### src/rtl/uart_res_serializer.sv
// rtl/uart_res_serializer.sv - streams a header plus N_WORDS result-RAM words, MSB byte first, to the UART mux
module uart_res_serializer #(
    parameter int         WORD_W      = 32,
    parameter int         N_WORDS     = 1024,
    parameter int         ADDR_W      = 10,
    parameter logic [7:0] HEADER_BYTE = 8'hA5
) (
    input  logic              clk,
    input  logic              rst_n,
    input  logic              dump_start,
    output logic              ram_rd_en,
    output logic [ADDR_W-1:0] ram_addr,
    input  logic [WORD_W-1:0] ram_data,
    input  logic              TxD_busy,
    output logic              uart_src_sel,
    output logic              start_uart_tx_res,
    output logic [7:0]        res_byte,
    output logic              dump_busy,
    output logic              dump_done
);

    localparam int BYTES = WORD_W / 8;
    localparam int BC_W  = (BYTES > 1) ? $clog2(BYTES) : 1;
    localparam logic [BC_W-1:0]   LAST_BYTE = BC_W'(BYTES - 1);
    localparam logic [ADDR_W-1:0] LAST_WORD = ADDR_W'(N_WORDS - 1);

    typedef enum logic [2:0] {
        IDLE, ARM, SEND, WAIT_HI, WAIT_LO, RD, LOAD, FIN
    } state_t;

    state_t              state_q, state_d;
    logic [WORD_W-1:0]   word_q, word_d;
    logic [ADDR_W-1:0]   wcnt_q, wcnt_d;
    logic [BC_W-1:0]     bcnt_q, bcnt_d;
    logic                hdr_q, hdr_d;
    logic                hi_q, hi_d;

    always_ff @(posedge clk or negedge rst_n) begin
        if (!rst_n) begin
            state_q <= IDLE;
            word_q  <= '0;
            wcnt_q  <= '0;
            bcnt_q  <= '0;
            hdr_q   <= 1'b0;
            hi_q    <= 1'b0;
        end else begin
            state_q <= state_d;
            word_q  <= word_d;
            wcnt_q  <= wcnt_d;
            bcnt_q  <= bcnt_d;
            hdr_q   <= hdr_d;
            hi_q    <= hi_d;
        end
    end

    always_comb begin
        state_d = state_q;
        word_d  = word_q;
        wcnt_d  = wcnt_q;
        bcnt_d  = bcnt_q;
        hdr_d   = hdr_q;
        hi_d    = hi_q;
        case (state_q)
            IDLE: begin
                if (dump_start) begin
                    state_d = ARM;
                    hdr_d   = 1'b1;
                    wcnt_d  = '0;
                    bcnt_d  = '0;
                end
            end
            ARM: begin
                if (!TxD_busy) state_d = SEND;
            end
            SEND: begin
                hi_d    = 1'b0;
                state_d = WAIT_HI;
            end
            WAIT_HI: begin
                // Guard: a transmitter that never reports busy must not stall the dump.
                if (TxD_busy || hi_q) state_d = WAIT_LO;
                else                  hi_d    = 1'b1;
            end
            WAIT_LO: begin
                if (!TxD_busy) begin
                    if (hdr_q) begin
                        hdr_d   = 1'b0;
                        state_d = RD;
                    end else if (bcnt_q < LAST_BYTE) begin
                        word_d  = word_q << 8;
                        bcnt_d  = bcnt_q + 1'b1;
                        state_d = SEND;
                    end else if (wcnt_q < LAST_WORD) begin
                        wcnt_d  = wcnt_q + 1'b1;
                        state_d = RD;
                    end else begin
                        state_d = FIN;
                    end
                end
            end
            RD:   state_d = LOAD;
            LOAD: begin
                word_d  = ram_data;
                bcnt_d  = '0;
                state_d = SEND;
            end
            FIN:     state_d = IDLE;
            default: state_d = IDLE;
        endcase
    end

    assign ram_rd_en         = (state_q == RD);
    assign ram_addr          = wcnt_q;
    assign start_uart_tx_res = (state_q == SEND);
    assign dump_done         = (state_q == FIN);
    assign dump_busy         = (state_q != IDLE) && (state_q != FIN);
    assign uart_src_sel      = dump_busy;
    assign res_byte          = hdr_q ? HEADER_BYTE : word_q[WORD_W-1 -: 8];

endmodule

### config.mk
export PLATFORM = sky130hd
export DESIGN_NAME = uart_res_serializer
export DESIGN_NICKNAME = d
export VERILOG_FILES = /design/src/rtl/uart_res_serializer.sv
export SDC_FILE = /design/constraint.sdc
export NUM_CORES = 1
export LEC_CHECK = 0
export BUFFER_PORTS_ARGS = -buffer_cell sky130_fd_sc_hd__buf_2
export CORE_UTILIZATION = 50
export CTS_CLUSTER_DIAMETER = 60
export DETAILED_ROUTE_END_ITERATION = 16
export GPL_ROUTABILITY_DRIVEN = 0
export PLACE_DENSITY = 0.86
export SLEW_MARGIN = 40
export SYNTH_ARGS = -nofsm -noshare
export SYNTH_HDL_FRONTEND = slang
export SYNTH_SLANG_ARGS = --single-unit
### constraint.sdc
create_clock -name clk -period 4.55 [get_ports clk]
set_clock_uncertainty 0.1 [all_clocks]
set_input_delay 0.6825 -clock clk [delete_from_list [all_inputs] [get_ports clk]]
set_output_delay 0.6825 -clock clk [all_outputs]
set_load 0.01 [all_outputs]
==> metrics.yaml, run 1 <==
drt:
  drc: 0
  wire_per_inst_um: 13.6
  vias: 2077
  routed_wl_um: 5110
  viasPerCell: 5.54
  detail-route-antenna-nets: 0
  drt_pass1_iterations: 4
  drtIter0Drc: 154
clock_tree:
  cts_resized: 0
  htreeDepth: 2
  ctsHoldBuffers: 0
  cts_tree: "yes"
  clock_path_buffers: 2
  cts_buffers: 5
  cts.sinks: 49
  clk_latency_ps: 300
  clockRootBuffer: "clkbuf_8"
  clkTransAtPathRegs_ps: 90
  post_cts_buffers: 0
floorplanning:
  die-area_um2: 5460
  die_w_um: 73.9
  core_area_um2: 4850
  fp.dieH_um: 73.9
  start_util: 0.533
  ios: 59
  row_count: 25
global_routing:
  grt_pass1_vias: 1857
  antenna_found_initial: 0
  gr-total-overflow: 0
  grt_max_degree: 50
  track_usage: 0.202
  grt_pass1_wl_um: 8470
logic_synthesis:
  yosysMostFrequentCell: "dfrtp_1"
  synthFlopType: "dfrtp_1"
  async_reset_ff_frac: 1.00
  synthTopCellsByArea: "dfrtp_1 (47%), mux2i_1 (10%), o21ai_0 (6.8%)"
  yosys.area.top_type: "dfrtp_1"
  syn_nets: 299
  ys_top_cells_by_count: "dfrtp_1 (49), nand2_1 (36), o21ai_0 (35), mux2i_1 (26), nor2_1 (13)"
  synth_top_cell_area_share: 0.474
  ys_types: 40
  synth-edff-count: 0
  syn_inst: 261
  synth_warnings: 0
  syn_area_um2: 2590
  synth_seq_cells: 49
  avgSynthCellArea_um2: 9.91
  ys_seq_area_frac: 0.474
setup_path:
  crit_path_start_kind: "flop"
  criticalPathCategory: "flop to output pin"
  rr_worst_depth: 5
  endpoint_kind: "output pin"
  arrival_ps: 1570
  cp_data_required_time_ps: 3770
  path_max_fanout: 12
power:
  switching_share: 0.356
  p_int_uw: 986
  p_per_area_nw_per_um2: 508
  seqPwrFrac: 0.466
  p_comb_frac: 0.331
  ir_drop_mv: 0.274
  clkPwrFrac: 0.203
  p_leak_uw: 0.00138
  p_switching_uw: 546
sta:
  fin_hold_ws_ps: 278
  max_freq_mhz: 426
  worst_slew_pin_slew_ps: 847
  tns_ps: 0
  drv_slew: 0
  period_share: 0.516
  rsz0062_at_grt: "false"
  min_period_ps: 2350
  slew_headroom: 0.434
  setup_viol: 0
  finalHoldViolations: 0
place:
  hpwl_um: 3700
  io_buffers: 58
final_layout:
  nNetsFinal: 345
  area_growth_pct: 16.5
  drive_gt1_frac: 0.253
  diodes: 0
hold_path:
  worstHoldPathType: "input port to asynchronous set/reset pin"
flow_run:
  maxCapViolations: 0
outcome:
  status: "completed"
-- placed cells by master (no fill, tap or decap), types with 5 or more instances in the layout --
cell      netlist  final
o21ai_0        35     34
dfrtp_1        49     49
or2_2           5      5
a22o_1          8      8
mux2i_1        26     26
o211ai_1        5      5
buf_2           8     57
a21oi_1         7      7
nor2_1         13     13
nor2b_1         7      7
nand2_1        36     36
clkbuf_8        0      5
-- per-stage QoR --
stage / total power [uW] / worst slack [ps] / utilization / instances / cell area [um2]
6_report: 1530 / 2200 / 0.622 / 375 / 3010
5_1_grt: 1650 / 2120 / 0.622 / 375 / 3010
4_1_cts: 1540 / 2190 / 0.621 / 375 / 3010
3_5_place_dp: 1230 / 2220 / 0.598 / 367 / 2900
3_3_place_gp: 1180 / 2220 / 0.589 / 365 / 2860
2_1_floorplan: 1100 / 2510 / - / 261 / 2590
-- worst max-delay path: stages, from the launching register on --
cell and delay (ps):
dfrtp_1 540, or2_2 430, nor2_1 110, nor2_1 60, buf_2 130
-- logic make-up (layout without fill, tap and decap cells) --
family / after synthesis / in the layout / share of synthesized area
compound gates: 69 / 69 / 0.179
fa+ha+maj: 2 / 2 / 0.00967
buf+inv: 23 / 70 / 0.0479
flops: 49 / 49 / 0.474
mux: 28 / 28 / 0.109
simple gates: 90 / 90 / 0.180
-- area by class of cell --
class | instances | area [um2]
fill | 407 | 1830
multi-input combinational | 189 | 1250
sequential | 49 | 1230
timing repair buffer | 60 | 335
tap | 67 | 83.8
clock buffer | 6 | 72.6
clock inverter | 2 | 38.8
inverter | 2 | 7.51
-- power groups by stage --
stage | clock network (uW) | registers, uW | logic [uW]
after global routing | 335 | 736 | 580
after CTS | 316 | 711 | 513
after floorplan | 0 | 654 | 441
after global placement | 0 | 710 | 471
final | 311 | 713 | 508
after detailed placement | 0 | 720 | 509
-- flip-flops by register name (all words and copies together) (netlist names) --
signal and flops:
hi_q 1, ram_addr 10, word_q 32, state_q 3, hdr_q 1, bcnt_q 2
-- worst paths after layout --
path,endpoint,slack [ps],from
setup / recovery,dump_busy,2200,state_q[1]$_DFFE_PN0P_
hold / removal,bcnt_q[0]$_DFFE_PN0P_,280,rst_n
setup reg to reg,ram_addr[0]$_DFFE_PN0P_,2260,ram_addr[0]$_DFFE_PN0P_
hold reg to reg,word_q[24]$_DFFE_PN0P_,380,word_q[24]$_DFFE_PN0P_
max in group asynchronous,word_q[9]$_DFFE_PN0P_,3670,rst_n
min in group clk,word_q[24]$_DFFE_PN0P_,380,word_q[24]$_DFFE_PN0P_
-- routing by layer --
| layer | track usage | routed length, um | part of all wire | up-vias |
|---|---|---|---|---|
| li1 | - | - | - | 1027 |
| met1 | 0.276 | 2390 | 0.47 | 986 |
| met2 | 0.315 | 2420 | 0.47 | 54 |
| met3 | 0.0425 | 201 | 0.039 | 10 |
| met4 | 0.0812 | 91 | 0.018 | 0 |
| met5 | 0 | 0 | 0 | - |
Note: power is estimated with default switching activity, not from simulation.
==> inputs of run 2 (changes only) <==
- clock period: 4.55 -> 2.4 ns (I/O delays scaled with it)
==> metrics.yaml, run 2 (synthesized netlist as in run 1, its figures left out) <==
clock_tree:
  ctsHoldBuffers: 0  # unchanged
  clockRootBuffer: "clkbuf_8"
  cts.sinks: 49  # unchanged
  cts_resized: 0  # unchanged
  htreeDepth: 2  # unchanged
  cts_buffers: 5  # unchanged
  post_cts_buffers: 0  # unchanged
  clock_path_buffers: 2  # unchanged
  clk_latency_ps: 310  # about the same
  clkTransAtPathRegs_ps: 100  # about the same
  cts_tree: "yes"
drt:
  viasPerCell: 5.57  # +0.54%
  drtIter0Drc: 121  # -21%
  routed_wl_um: 5420  # +6.1%
  wire_per_inst_um: 14.3  # +4.7%
  detail-route-antenna-nets: 0  # unchanged
  drt_pass1_iterations: 4  # unchanged
  vias: 2116  # +1.9%
  drc: 0  # unchanged
setup_path:
  path_max_fanout: 26  # +14
  critPathBufInv: 1  # unchanged
  cp_data_required_time_ps: 2490  # -1280 ps
  endpoint_kind: "flop"
  criticalPathCategory: "flop to flop"
  cp_cell_sequence: "nor2b_1 -> and2_2 -> buf_12 -> mux2i_1 -> o21ai_0"
  crit_path_start_kind: "flop"
  arrival_ps: 2220  # +650 ps
  cp_top_family: "simple AND/OR/NAND/NOR gates"
  cpPeakStageDelay_ps: 650  # +110 ps
  cpMaxStageDelayCell: "dfrtp_1"
sta:
  setup_ws_ps: 272  # -1930 ps
  worst_slew_pin_slew_ps: 596  # -251 ps
  max_freq_mhz: 470
  setup_viol: 0  # unchanged
  period_share: 0.887
  rsz0062_at_grt: "false"
  drv_slew: 0  # unchanged
  min_period_ps: 2130
  tns_ps: 0  # unchanged
  slew_headroom: 0.603  # +0.169
  finalHoldViolations: 0  # unchanged
global_routing:
  grt_pass1_wl_um: 8890  # +5.0%
  grt_pass1_vias: 1950  # +5.0%
  antenna_found_initial: 0  # unchanged
  grt_max_degree: 50  # unchanged
  track_usage: 0.213  # +0.0107
  gr-total-overflow: 0  # unchanged
floorplanning:
  ios: 59  # unchanged
  die-area_um2: 5460  # unchanged
  die_w_um: 73.9  # unchanged
  start_util: 0.533  # unchanged
  fp.dieH_um: 73.9  # unchanged
  row_count: 25  # unchanged
  core_area_um2: 4850  # unchanged
final_layout:
  mostFrequentLayoutCell: "buf_2"
  diodes: 0  # unchanged
  nNetsFinal: 350  # +1.4%
  largest_register_ffs: 32  # unchanged
  final_cell_mix: "buf_2 (58), dfrtp_1 (49), nand2_1 (36)"
  area_growth_pct: 17.7
  regMostFlops: "word_q"
  drive_gt1_frac: 0.268  # +0.0151
place:
  hpwl_um: 4010  # +8.1%
  io_buffers: 58  # unchanged
  place_ws_ps: 289  # -1930 ps
power:
  p_per_area_nw_per_um2: 954  # +88%
  ir_drop_mv: 0.466  # +70%
  p_leak_uw: 0.00140  # +1.5%
flow_run:
  maxCapViolations: 0  # unchanged
outcome:
  status: "completed"
hold_path:
  worstHoldPathType: "input port to asynchronous set/reset pin"
run 2: report_power, final:
group          total [uW]  switching [uW]  internal (uW)  leakage (uW)
logic                1020             534            483      0.000702
registers            1360             250           1110      0.000645
clock network         530             309            220     0.0000511
run 2: final cells by class:
type	count	area [um2]
multi-input cells	189	1250
inverters	2	7.51
fillers	381	1810
repair buffers	65	379
flip-flops and latches	49	1230
clock inverters	3	28.8
well taps	67	83.8
clock buffers	5	68.8
run 2: path summary, 6_finish.rpt:
path | startpoint | to | slack [ps] | depth (start not counted)
setup / recovery | state_q[2]$_DFFE_PN0P_ | word_q[17]$_DFFE_PN0P_ | 270 | 5
hold / removal | rst_n | ram_addr[6]$_DFFE_PN0P_ | 30 | 2
setup reg to reg | state_q[2]$_DFFE_PN0P_ | word_q[17]$_DFFE_PN0P_ | 270 | 5
hold reg to reg | word_q[25]$_DFFE_PN0P_ | word_q[25]$_DFFE_PN0P_ | 380 | 2
min in group clk | ram_data[1] | word_q[1]$_DFFE_PN0P_ | 150 | 2
max in group asynchronous | rst_n | word_q[22]$_DFFE_PN0P_ | 1770 | 2
run 2: through the flow:
step / power (uW) / utilization / std cells / cell area [um2] / hold slack, ps
floorplan: 2080 / - / 261 / 2590 / -35.6
detailed placement: 2390 / 0.607 / 372 / 2950 / 363
CTS: 2920 / 0.628 / 380 / 3040 / 51.1
global route: 3120 / 0.628 / 380 / 3040 / 72.1
finish: 2900 / 0.628 / 380 / 3040 / 30.2
global placement: 2280 / 0.599 / 370 / 2910 / 355
run 2: layer usage:
metal	GRT usage	part of all wire	up-vias
li1	-	-	1043
met1	0.291	0.44	1004
met2	0.330	0.50	58
met3	0.0466	0.046	11
met4	0.0855	0.020	0
met5	0	0	-
==> inputs of run 3 (changes only) <==
- CORE_UTILIZATION: 50 -> 54
- PLACE_DENSITY: 0.86 -> 0.91
==> metrics.yaml, run 3 (synthesized netlist as in run 1, its figures left out) <==
outcome:
  status: "complete, but fails checks"
  violations: "DRC"
clock_tree:
  htreeDepth: 2  # unchanged
  cts_buffers: 5  # unchanged
  clkTransAtPathRegs_ps: 90  # about the same
  cts_resized: 0  # unchanged
  clockRootBuffer: "clkbuf_8"
  cts_tree: "yes"
  post_cts_buffers: 0  # unchanged
  ctsHoldBuffers: 1  # +1
  clk_latency_ps: 300  # about the same
  clock_path_buffers: 2  # unchanged
  cts.sinks: 49  # unchanged
final_layout:
  largest_register_ffs: 32  # unchanged
  area_growth_pct: 17.2
  fillers: 321  # -16%
  seq_area_um2: 1230  # unchanged
  final_cell_mix: "buf_2 (58), dfrtp_1 (49), nand2_1 (36)"
  diodes: 0  # unchanged
  drive_gt1_frac: 0.267  # -0.00170
  fin_util: 0.678  # +0.0500
  nNetsFinal: 352  # +0.57%
  multiInputGateArea_um2: 1250  # unchanged
  mostFrequentLayoutCell: "buf_2"
  regMostFlops: "word_q"
floorplanning:
  die_w_um: 71.2  # -3.7%
  die-area_um2: 5070  # -7.2%
  ios: 59  # unchanged
  core_area_um2: 4470  # -7.7%
  row_count: 24  # -4.0%
  start_util: 0.578  # +0.0446
  fp.dieH_um: 71.2  # -3.7%
setup_path:
  critPathBufInv: 0  # -1
  path_max_fanout: 19  # -27%
  cp_cell_sequence: "nor3b_4 -> o2111a_1 -> or4b_1 -> a21oi_1"
  cpMaxStageDelayCell: "dfrtp_1"
  cpPeakStageDelay_ps: 650  # about the same
  arrival_ps: 2250  # +30 ps
  r2r-end: "ram_addr[7]$_DFFE_PN0P_"
  cp_top_family: "simple AND/OR/NAND/NOR gates"
  rr_worst_depth: 4  # -1
  cp_data_required_time_ps: 2530  # +40 ps
  criticalPathCategory: "flop to flop"
  reg2reg_from: "state_q[2]$_DFFE_PN0P_"
  ff2ff_setup_slack_ps: 280  # about the same
  endpoint_kind: "flop"
  crit_path_start_kind: "flop"
hold_path:
  min_path_cells: 2
  min-delay-start: "ram_data[2]"
  worstHoldPathType: "input port to flop"
  whs_endpoint: "word_q[2]$_DFFE_PN0P_"
global_routing:
  grt_max_degree: 31  # -38%
  grt_pass1_vias: 2027  # +3.9%
  gr-total-overflow: 0  # unchanged
  grt_pass1_wl_um: 9370  # +5.4%
  track_usage: 0.234  # +0.0213
  antenna_found_initial: 0  # unchanged
sta:
  finalHoldViolations: 0  # unchanged
  drv_slew: 0  # unchanged
  slew_headroom: 0.650  # +0.0477
  rsz0062_at_grt: "false"
  min_period_ps: 2120  # -6.85 ps
  setup_viol: 0  # unchanged
  tns_ps: 0  # unchanged
  period_share: 0.884  # -0.00285
  setup_ws_ps: 279  # +6.85 ps
  worst_slew_pin_slew_ps: 523  # -72.6 ps
  max_freq_mhz: 472  # +0.32%
place:
  io_buffers: 58  # unchanged
  place_ws_ps: 340  # +50.9 ps
  hpwl_um: 4000  # -0.18%
flow_run:
  maxCapViolations: 0  # unchanged
power:
  ir_drop_mv: 0.556  # +19%
  p_leak_uw: 0.00140  # +0.18%
  total_power_uw: 2940  # +1.4%
  p_per_area_nw_per_um2: 971  # +1.8%
drt:
  drtIter0Drc: 189  # +56%
  routed_wl_um: 5570  # +2.9%
  drt_pass1_iterations: 11  # +7
  wire_per_inst_um: 15.2  # +6.5%
  vias: 2143  # +1.3%
  detail-route-antenna-nets: 0  # unchanged
  viasPerCell: 5.84  # +4.9%
  drc: 5  # +5
==> run 3: changes by cell type in the layout (fill, tap and decap cells not counted), sizes merged <==
| cell | previous run | this run |
|---|---|---|
| clkbuf | 5 | 6 |
| inv | 5 | 2 |
| clkinv | 0 | 1 |
| dlygate4sd3 | 0 | 1 |
| bufinv | 0 | 1 |
| buf | 65 | 66 |
==> run 3: where the power goes <==
part	switching, uW	internal (uW)	total (uW)	leakage (uW)
clock	272	313	585	0.0000554
sequential	249	1110	1350	0.000645
combinational	532	472	1000	0.000701
==> run 3: how the worst max path moves through the flow <==
stage | from | cells after the start | to
floorplan | ram_addr[0]$_DFFE_PN0P_ | 6 | ram_addr[0]$_DFFE_PN0P_
global placement | state_q[2]$_DFFE_PN0P_ | 4 | ram_addr[8]$_DFFE_PN0P_
detailed placement | state_q[2]$_DFFE_PN0P_ | 5 | word_q[29]$_DFFE_PN0P_
CTS | state_q[2]$_DFFE_PN0P_ | 4 | ram_addr[7]$_DFFE_PN0P_
global route | state_q[2]$_DFFE_PN0P_ | 5 | word_q[20]$_DFFE_PN0P_
finish | state_q[2]$_DFFE_PN0P_ | 4 | ram_addr[7]$_DFFE_PN0P_
==> run 3: final cells by class <==
cell class / count / area share
well taps: 52 / 0.0215
clock buffers: 6 / 0.0239
flip-flops and latches: 49 / 0.404
multi-input cells: 189 / 0.412
inverters: 2 / 0.00248
clock inverters: 2 / 0.0128
repair buffers: 67 / 0.123
==> run 3: metrics by stage <==
stage,hold WS (ps),cell area [um2],instances
final,171,3030,367
after floorplan,-35.6,2590,261
after CTS,168,3030,367
after global placement,238,2910,358
after detailed placement,246,2910,358
after global routing,166,3030,367
==> run 3: metal layers <==
| metal | vias to the layer above | routed length (um) | global-route usage |
|---|---|---|---|
| met5 | - | 0 | 0 |
| met4 | 0 | 112 | 0.0733 |
| met3 | 12 | 245 | 0.0470 |
| met2 | 66 | 2790 | 0.408 |
| met1 | 1019 | 2420 | 0.293 |
| li1 | 1046 | - | - |
